[src/rtl/nec_ir_rx.sv]
// nec_ir_rx: NEC infrared frame/repeat decoder with tolerance-checked timing, timeouts and error reporting
module nec_ir_rx #(
  parameter int UNIT_TICKS = 1125,
  parameter int TOL_TICKS = 280,
  parameter bit IR_ACTIVE_LOW = 1,
  parameter bit CHECK_ADDR_INV = 0,
  parameter bit CHECK_CMD_INV = 1,
  parameter int REP_WINDOW_U = 200,
  parameter int SYNC_STAGES = 2
) (
  input  logic        clk,
  input  logic        reset,
  input  logic        IR,
  output logic [31:0] data,
  output logic        frame_valid,
  output logic        rep_valid,
  output logic [7:0]  rep_cnt,
  output logic        err,
  output logic [1:0]  err_code,
  output logic        busy,
  output logic [2:0]  state
);
  localparam int RW = $clog2(20 * UNIT_TICKS + 1);
  localparam int WMAX = REP_WINDOW_U * UNIT_TICKS;
  localparam int WW = $clog2(WMAX + 1);
  typedef enum logic [2:0] {IDLE = 3'd0, LEAD_MARK = 3'd1, LEAD_SPACE = 3'd2, BIT_MARK = 3'd3, BIT_SPACE = 3'd4, STOP_MARK = 3'd5} st_t;
  st_t st, nxt;
  logic [SYNC_STAGES-1:0] sync;
  logic m, m_q, chg, rep, ok, inv_ok;
  logic [RW-1:0] run;
  logic [WW-1:0] win;
  logic [4:0] idx;
  logic [31:0] sr, len, lim;
  function automatic logic fits(input logic [31:0] l, input int n);
    logic [31:0] c;
    c = 32'(n * UNIT_TICKS);
    return (l + 32'(TOL_TICKS) >= c) && (l <= c + 32'(TOL_TICKS));
  endfunction
  assign m = sync[SYNC_STAGES-1] ^ IR_ACTIVE_LOW;
  assign chg = m != m_q;
  assign len = 32'(run);
  assign busy = st != IDLE;
  assign state = st;
  assign inv_ok = (!CHECK_ADDR_INV || sr[15:8] == ~sr[7:0]) && (!CHECK_CMD_INV || sr[31:24] == ~sr[23:16]);
  always_comb begin
    nxt = IDLE;
    ok = 1'b1;
    lim = 32'(UNIT_TICKS * (st == LEAD_MARK ? 16 : st == LEAD_SPACE ? 8 : st == BIT_SPACE ? 3 : 1) + TOL_TICKS);
    case (st)
      IDLE:       nxt = m ? LEAD_MARK : IDLE;
      LEAD_MARK:  begin ok = fits(len, 16); nxt = LEAD_SPACE; end
      LEAD_SPACE: begin ok = fits(len, 8) || fits(len, 4); nxt = fits(len, 8) ? BIT_MARK : STOP_MARK; end
      BIT_MARK:   begin ok = fits(len, 1); nxt = BIT_SPACE; end
      BIT_SPACE:  begin ok = fits(len, 1) || fits(len, 3); nxt = idx == 5'd31 ? STOP_MARK : BIT_MARK; end
      default:    ok = fits(len, 1);
    endcase
  end
  always_ff @(posedge clk) begin
    if (reset) begin
      sync <= {SYNC_STAGES{IR_ACTIVE_LOW}};
      m_q <= 1'b0;
      run <= '0;
      win <= '0;
      st <= IDLE;
      idx <= '0;
      sr <= '0;
      rep <= 1'b0;
      data <= '0;
      rep_cnt <= '0;
      err_code <= '0;
      frame_valid <= 1'b0;
      rep_valid <= 1'b0;
      err <= 1'b0;
    end else begin
      sync <= {sync[SYNC_STAGES-2:0], IR};
      m_q <= m;
      run <= chg ? RW'(1) : (&run ? run : run + RW'(1));
      win <= (win != '0) ? win - WW'(1) : win;
      frame_valid <= 1'b0;
      rep_valid <= 1'b0;
      err <= 1'b0;
      // the level has outlived its longest legal length: give up without waiting for the edge
      if (st != IDLE && !chg && len > lim) begin
        st <= IDLE;
        err <= 1'b1;
        err_code <= 2'd1;
      end else if (chg) begin
        if (!ok) begin
          st <= IDLE;
          err <= 1'b1;
          err_code <= 2'd0;
        end else begin
          st <= nxt;
          if (st == LEAD_SPACE) begin
            idx <= '0;
            rep <= !fits(len, 8);
          end
          if (st == BIT_SPACE) begin
            sr[idx] <= fits(len, 3);
            idx <= idx + 5'd1;
          end
          if (st == STOP_MARK) begin
            if (!rep && inv_ok) begin
              data <= sr;
              frame_valid <= 1'b1;
              rep_cnt <= '0;
              win <= WW'(WMAX);
            end else if (rep && win != '0) begin
              rep_valid <= 1'b1;
              rep_cnt <= &rep_cnt ? rep_cnt : rep_cnt + 8'd1;
              win <= WW'(WMAX);
            end else begin
              err <= 1'b1;
              err_code <= rep ? 2'd3 : 2'd2;
            end
          end
        end
      end
    end
  end
endmodule

[config.mk]
export PLATFORM = sky130hd
export DESIGN_NAME = nec_ir_rx
export DESIGN_NICKNAME = d
export VERILOG_FILES = /design/src/rtl/nec_ir_rx.sv
export SDC_FILE = /design/constraint.sdc
export NUM_CORES = 1
export LEC_CHECK = 0
export CAP_MARGIN = 20
export CORE_MARGIN = 2
export CORE_UTILIZATION = 35
export DETAILED_ROUTE_END_ITERATION = 8
export HOLD_SLACK_MARGIN = 0.12
export MAX_ROUTING_LAYER = met4
export PLACE_DENSITY = 0.6
export SYNTH_ARGS = -nofsm -noshare
export SYNTH_HDL_FRONTEND = slang
export SYNTH_SLANG_ARGS = --single-unit
[constraint.sdc]
create_clock -name clk -period 5.4 [get_ports clk]
set_input_delay 1.08 -clock clk [delete_from_list [all_inputs] [get_ports clk]]
set_output_delay 1.08 -clock clk [all_outputs]
set_load 0.01 [all_outputs]
Yosys cells after proc, flatten, opt, wreduce, memory -nomap -nowiden
Index checks and enable logic that the tools add are counted.

cells by class
  add/subtract/negate cells = 6
  multipliers = 1
  order comparisons = 13
  equality and inequality tests = 16
  multiplexer cells = 41
  bitwise operators = 6
  reductions and logical operators = 34

operators by type and width
  operator                 count
  $mux W18                 7
  $bwmux W32               1
  $ge A32 B11 Y1 const B   1
  $ge A32 B13 Y1 const B   1
  $ge A32 B14 Y1 const B   1
  $ge A32 B15 Y1 const B   1
  $mux W8                  3
  $reduce_and A4 Y1        5
  $reduce_bool A18 Y1      1
  $sub A18 B1 Y18 const B  1
  $add A16 B9 Y17 const B  1
  $gt A15 B17 Y1           1
  $add A15 B9 Y16 const B  1
  $ge A16 B12 Y1 const B   1
  $mul A11 B5 Y16 const A  1
  $add A15 B1 Y15 const B  1
  $le A15 B11 Y1 const B   1
  $le A15 B12 Y1 const B   1
  $le A15 B13 Y1 const B   1
  $le A15 B14 Y1 const B   1
  $le A15 B15 Y1 const B   1
  $mux W1                  15
  $mux W5                  3
  $pmux W3 S5              1
  other kinds (34)         65

word-level totals
  register bits after elaboration = 122
  input bits = 3
  output and inout bits = 49

Longest topological paths before layout
Gate-level depths: netlist of run 1.

  depth after elaboration = 10
  mapped depth = 18
  gate-level depth less buffers = 16

Least setup slack after synthesis of run 1
OpenSTA, ideal clock, no wires.

  path kind = register -> register
  from = register run[3]
  to = register data[23]
  setup time = 0.128 ns
  arrival = 3.538 ns
  slack = 1.735 ns
  stages on the path, launching flop included = 16
  path buffers = 4
  cell sequence = dfxtp_1 > clkbuf_1 > inv_1 > ha_1 > and3b_1 > buf_6 > nor4_4 > a211oi_2 > or2_1 > o311a_1 > clkbuf_1 > nand2_1 > a2111oi_4 > buf_4 > mux2i_1 > nor2_1

between the ends
  longest elaborated chain between the ends = 6

ends and longest elaborated chain
  item                                    RTL line  RTL
  start: declaration                      30        logic [RW-1:0] run;
  start signal: assignment                77        run <= chg ? RW'(1) : (&run ? run : run + RW'(1));
  $add A15 B9 Y16                         37        return (l + 32'(TOL_TICKS) >= c) && (l <= c + 32'(TOL_TICKS));
  $ge A32 B11 Y1 (tied with other cells)  37
  $logic_and A1 B1 Y1                     37
  $logic_or A1 B1 Y1 (on tied branches)   54, 52
  $pmux W1 S4                             49        case (st)
  $reduce_and A5 Y1 (no line) (*)         -
  end signal: assignment                  104       data <= sr;
  end: declaration                        14        output logic [31:0] data,

Every way passes the cells marked *; elsewhere a longest branch is shown, timed or not.
A chain may end at the register's enable or synchronous reset.

Final worst setup path of run 1
  from = register run[3]
  to = register data[25]

Same word-level chain as after synthesis.

==> impl_results.md, run 1 <==
* IO Count at 52
* Critical path class: flip-flop to flip-flop
* P_leak at 2.86 nW
* Hold Fails Final Rpt at 0
* Vias in the first global route at 5,358
* WP buf/inv at 2
* Met1 Use GR at 24.1%
* Ys Warns at 0
* Initial antenna violation count at 0
* Layout cells sized above 1 at 7.53%
* Routed wire per std cell at 15.0 µm
* Critical Path Slowest Stage Cell: a2111oi_4
* IO buf count at 51
* Distinct cells, synth at 71
* Mapped Cells at about 850
* Die ar. at 20,900 µm²
* Pre-CTS setup slack at 1080 ps
* Total Power at 2.51 mW
* Slowest Stage Delay on Critical Path at ~820 ps
* Final Setup Violations at 0
* Crit path required time at 5660 ps
* PostCTS Resize Cnt at 0
* Finished Layout Cells at 1,141
* Yosys top cell area share at a little over a third
* 1st-iter DRT viols at 422
* Clock buffer depth at 2
* Startpoint Class: flip-flop
* FF/Latch Area at 2440 µm²
* Hold WC Path Type: flip-flop to flip-flop
* Routed Antenna Nets at 0
* Layout area overhead at 17.0%
* Max VDD drop at roughly 0.21 mV
* FF-to-FF setup slack at approximately 1000 ps
* Fin worst setup slack at 999 ps
* Grt ovf at 0
* Synthesized cell area at about 6900 µm²
* Die X at 145 µm
* Die Span Y at 145 µm
* Multi-input gate area at 4080 µm²
* Total CTS buffers at 17
* Fin. max-slew vios at 0
* EDFF count, synth at 0
* Post CTS Setup Buffer Count at 0
* Post-route setup TNS at 0 ps
* Most common cell after layout, fill and taps aside: dfxtp_1
* Arrival time of the worst setup path at 4660 ps
* Minimum clock period after layout at between 4000 and 5000 ps
* #FFs+latches synth at 122
* Detailed placer's ending HPWL at 11,400 µm
* CP Max Fanout at 28
* CTS tree: done
* Router iterations before antenna repair at 5
* Fin area at 8090 µm²
* Fmax at 227 MHz
* Clk Latency, worst-skew pair at 420 ps
* Slew HR at 30.3%
* Final core utilization at 41.7%
* CP dominant cell by count: a2111oi_4
* Clock skew at around 7.5 ps
* Post-synthesis sequential area ratio at about a third
* Clock H-tree levels at 4
* Post-synthesis async set-or-reset flop share at 0%
* Met3 Usage GRT at 3.71%
* Fin crit share at 81.5%
* Most frequent cells in the layout: 122 x dfxtp_1, 79 x nor2_1, 77 x nand2_1
* GRT busiest layer: met2
* Delay-heaviest family, CP: compound AO/OA/AOI/OAI gates
* GRT Util Overall at 17.1%
* Dpl cell area at approximately 7500 µm²
* Met2 usage at 24.2%
* Starting Density at 35.6%
* Routed wire length at 17,100 µm
* Yosys top cell by area: dfxtp_1
* RePlAce Congestion at 0.880
* Status: finished, final reports clean
* Critical path endpoint category: flip-flop
* Top cells by area, synth: dfxtp_1 35%, ha_1 5.4%, mux2i_1 4.8%
* Mapped Avg Cell Area at roughly 8.1 µm²
* First-pass GRT wire length at 27,800 µm
* CTS sink cnt at ~120
* Inserted Diodes at 0
* Final #Nets at 896
* RSZ-0062 raised after global routing: no
* Main synth FF type: dfxtp_1
* Worst hold slack at 415 ps
* Crit-path cells: inv_1 -> ha_1 -> and3b_1 -> nor4_4 -> a211oi_2 -> o221ai_1 -> o22ai_1 -> a2111oi_4 -> a2111oi_4 -> buf_12 -> mux2i_1 -> nor2_1
* # fillers at 2,009
* Placed insts at 1,109
* DRC Markers at 0
* Vias at slightly below 6,000
* Clock Tree Root: clkbuf_16
* Max-cap violation count at 0
* Pwr dens at between 300 and 400 nW/µm²
* Row count at between 50 and 60
* Core region area at 19,400 µm²
* Via density per instance at between 5 and 6
* Largest net degree at the start of global routing at 60
* Cts hold-fix bufs at 0
* Worst-path clk slew at 60 ps
* Slew @ Worst Pin at 1050 ps
power breakdown:
group          internal, mW  switching, mW
clock                 0.662          0.451
combinational         0.163          0.214
sequential            0.964         0.0538
total                  1.79          0.719
cell usage after synthesis (5+ instances only):
cell / number
nor2b_1: 6
xor2_1: 19
buf_2: 9
nand3_1: 50
o211ai_1: 7
nor3b_1: 10
o21ai_0: 28
nand4_1: 16
nand2b_1: 6
and3_1: 13
or3_1: 7
nor2_1: 79
o21a_1: 6
mux2i_1: 33
buf_4: 8
nand2_1: 77
clkbuf_1: 44
nor3_1: 17
dfxtp_1: 122
and2_1: 5
nand3b_1: 6
a31oi_1: 8
o21ai_1: 33
inv_1: 27
xnor2_1: 30
a21oi_1: 60
a21oi_2: 5
ha_1: 30
final timing paths:
kind	to	cells past startpoint	start
hold / removal	sync[1]	1	sync[0]
setup reg to reg	data[25]	12	run[3]
hold reg to reg	sync[1]	1	sync[0]
setup / recovery	data[25]	12	run[3]
kinds of logic after synthesis:
kind of cell / count (synthesis) / synth area share, %
buf+inv: 93 / 5.76
mux: 35 / 5.10
flops: 122 / 35.3
xor+xnor: 49 / 6.21
compound gates: 199 / 18.7
other cells: 2 / 0.109
fa+ha+maj: 30 / 5.43
simple gates: 321 / 23.3
cell type report:
type	instances	area share [%]
timing repair buffer	57	6.96
clock inverter	12	1.44
sequential	122	30.2
clock buffer	20	5.64
inverter	28	1.30
multi-input combinational	637	50.4
tap	265	4.10
per-layer routing:
metal  routed length [µm]  vias up
met3                  700       21
met1                 8840     2770
li1                     -     3028
met5                    0        -
met4                  226        0
met2                 7310      134
flip-flops by register name, summed over array words and instances (netlist names):
register     cells
rep_cnt          8
rep              1
idx              5
sync             2
state            3
win             18
rep_valid        1
data            32
frame_valid      1
run             15
m_q              1
sr              32
err_code         2
err              1
worst reg2reg max path, delay by kind of cell, from the launching register on:
family,cells,cell delay (ps)
compound gates,5,1950
flops,1,660
simple gates,3,580
buf+inv,2,480
fa+ha+maj,1,330
mux,1,220
Power figures use the tool's default switching activity.
==> inputs of run 2 (changes only) <==
- PLACE_DENSITY: 0.6 -> 0.62
- clock period: 5.4 -> 3.9 ns (I/O delays scaled with it)
==> impl_results.md, run 2 (synthesized netlist as in run 1, its figures left out) <==
* CTS sink cnt at 122 (unchanged)
* Post-route setup TNS at 0 ps (unchanged)
* PostCTS Resize Cnt at 0 (unchanged)
* Critical path endpoint category: flip-flop
* Final Setup Violations at 0 (unchanged)
* Worst-path clk slew at 60 ps (about the same)
* Clk pwr share at 43.8% (-0.6 points)
* Starting Density at 35.6% (unchanged)
* Row count at 51 (unchanged)
* Fin area at 8230 µm² (+1.7%)
* Critical Path Slowest Stage Cell: a2111oi_4
* Die X at 145 µm (unchanged)
* Router iterations before antenna repair at 5 (unchanged)
* GRT Util Overall at 17.3% (+0.22 points)
* WP buf/inv at 1 (-1)
* Pwr dens at 422 nW/µm² (+36%)
* Slew HR at 43.2% (+13 points)
* Delay-heaviest family, CP: simple AND/OR/NAND/NOR gates
* CP dominant cell by count: nand2_1
* Clk Latency, worst-skew pair at 420 ps (about the same)
* Core region area at 19,400 µm² (unchanged)
* Cts hold-fix bufs at 0 (unchanged)
* Grt ovf at 0 (unchanged)
* Crit path required time at 4190 ps (-1470 ps)
* Status: finished, final reports clean
* IO Count at 52 (unchanged)
* Vias at 6,012 (+0.99%)
* Die Span Y at 145 µm (unchanged)
* Regs by FF count: data (32), sr (32), win (18)
* Layout cells sized above 1 at 9.10% (+1.6 points)
* Routed wire length at 17,200 µm (+0.45%)
* First-pass GRT wire length at 28,200 µm (+1.1%)
* Inserted Diodes at 0 (unchanged)
* Startpoint Class: flip-flop
* Clock skew at 11.0 ps (+3.55 ps)
* Combinational Power Share at 15.5% (+0.5 points)
* Slew @ Worst Pin at 851 ps (-195 ps)
* IO buf count at 51 (unchanged)
* 1st-iter DRT viols at 539 (+28%)
* Routed wire per std cell at 14.8 µm (-0.77%)
* Routed Antenna Nets at 0 (unchanged)
* Post CTS Setup Buffer Count at 0 (unchanged)
* RePlAce Congestion at 0.921 (+4.6%)
* Fin. max-slew vios at 0 (unchanged)
* CP Max Fanout at 8 (-71%)
* Fmax at 280 MHz (+23%)
* Arrival time of the worst setup path at 3860 ps (-800 ps)
* Slowest Stage Delay on Critical Path at 520 ps (-300 ps)
* Fin crit share at 91.7% (+10 points)
* P_leak at 2.93 nW (+2.4%)
* Psw at 1.01 mW (+41%)
* Initial antenna violation count at 0 (unchanged)
* Most frequent cells in the layout: 122 x dfxtp_1, 79 x nor2_1, 77 x nand2_1
* Clock Tree Root: clkbuf_16
* Sequential power share at 40.6% (about the same)
* Crit-path cells: inv_1 -> ha_1 -> nand4b_1 -> nand2_1 -> xor2_1 -> a2bb2oi_1 -> o311a_1 -> nand2_1 -> a2111oi_4 -> or2_1 -> nor2_2
* Total CTS buffers at 17 (unchanged)
* Total Power at 3.47 mW (+38%)
* Max VDD drop at 0.312 mV (+50%)
* Critical path class: flip-flop to flip-flop
* Switching Share at 29.2% (+0.49 points)
* Most common cell after layout, fill and taps aside: dfxtp_1
* Vias in the first global route at 5,440 (+1.5%)
* Die ar. at 20,900 µm² (unchanged)
* # fillers at 1,975 (-1.7%)
* DRC Markers at 0 (unchanged)
* Layout area overhead at 19.0%
* Clock buffer depth at 2 (unchanged)
* Final #Nets at 910 (+1.6%)
* Worst hold slack at 410 ps (-5.48 ps)
* Largest net degree at the start of global routing at 51 (-15%)
* CTS tree: done
* Dpl cell area at 7640 µm² (+1.6%)
* RSZ-0062 raised after global routing: no
* Hold WC Path Type: flip-flop to flip-flop
* Detailed placer's ending HPWL at 11,600 µm (+2.1%)
* Clock H-tree levels at 4 (unchanged)
* Via density per instance at 5.21 (-0.23%)
* Minimum clock period after layout at 3580 ps (-826 ps)
* Max-cap violation count at 0 (unchanged)
* Hold Fails Final Rpt at 0 (unchanged)
* Int Pwr at 2.46 mW (+37%)
==> run 2: cell count changes in the layout (fill, tap and decap cells not counted) <==
cell | previous run | this run
a2111oi_4 | 2 | 3
a2111oi_2 | 2 | 1
buf_4 | 5 | 18
clkinvlp_4 | 1 | 3
clkinv_2 | 3 | 2
a211oi_4 | 0 | 1
clkbuf_8 | 2 | 0
clkbuf_1 | 1 | 0
buf_12 | 1 | 2
inv_6 | 1 | 3
a211oi_2 | 1 | 0
==> run 2: worst paths after layout <==
path	from	end	slack (ps)	cells after the start
setup / recovery	run[3]	rep_cnt[3]	320	11
hold reg to reg	sync[0]	sync[1]	410	1
setup reg to reg	run[3]	rep_cnt[3]	320	11
hold / removal	sync[0]	sync[1]	410	1
==> run 2: power by group through the flow <==
stage | Sequential (mW) | Clock [mW] | Combinational (mW)
after floorplan | 1.42 | 0 | 0.447
after global placement | 1.43 | 0 | 0.528
after detailed placement | 1.43 | 0 | 0.533
after CTS | 1.41 | 1.55 | 0.543
after global routing | 1.42 | 1.61 | 0.618
final | 1.41 | 1.52 | 0.538
==> run 2: area by class of cell <==
type	count	area, µm²	area share, %
multi-input cells	637	4100	49.8
flip-flops and latches	122	2440	29.7
repair buffers	71	681	8.28
clock buffers	17	425	5.17
well taps	265	332	4.03
clock inverters	15	144	1.75
inverters	28	105	1.28
==> run 2: worst reg2reg max path, stage by stage, from the launching register on <==
cell       delay [ps]
dfxtp_1           320
inv_1              80
ha_1              290
nand4b_1          370
nand2_1           200
xor2_1            290
a2bb2oi_1         260
o311a_1           280
nand2_1           280
a2111oi_4         520
or2_1             480
nor2_2             80
==> run 2: stage by stage <==
step,std cells,setup WS [ps],utilization (%)
3_5_place_dp,1123,260,39.4
2_1_floorplan,852,235,-
3_3_place_gp,1123,356,39.4
4_1_cts,1155,252,42.3
5_1_grt,1155,14.4,42.4
6_report,1155,325,42.4
==> run 2: layer usage <==
layer	routed length [µm]	global-route usage [%]	up-vias
met5	0	-	-
met4	152	3.88	0
met3	698	3.87	16
met2	7640	25.3	130
met1	8650	24.4	2808
li1	-	-	3058
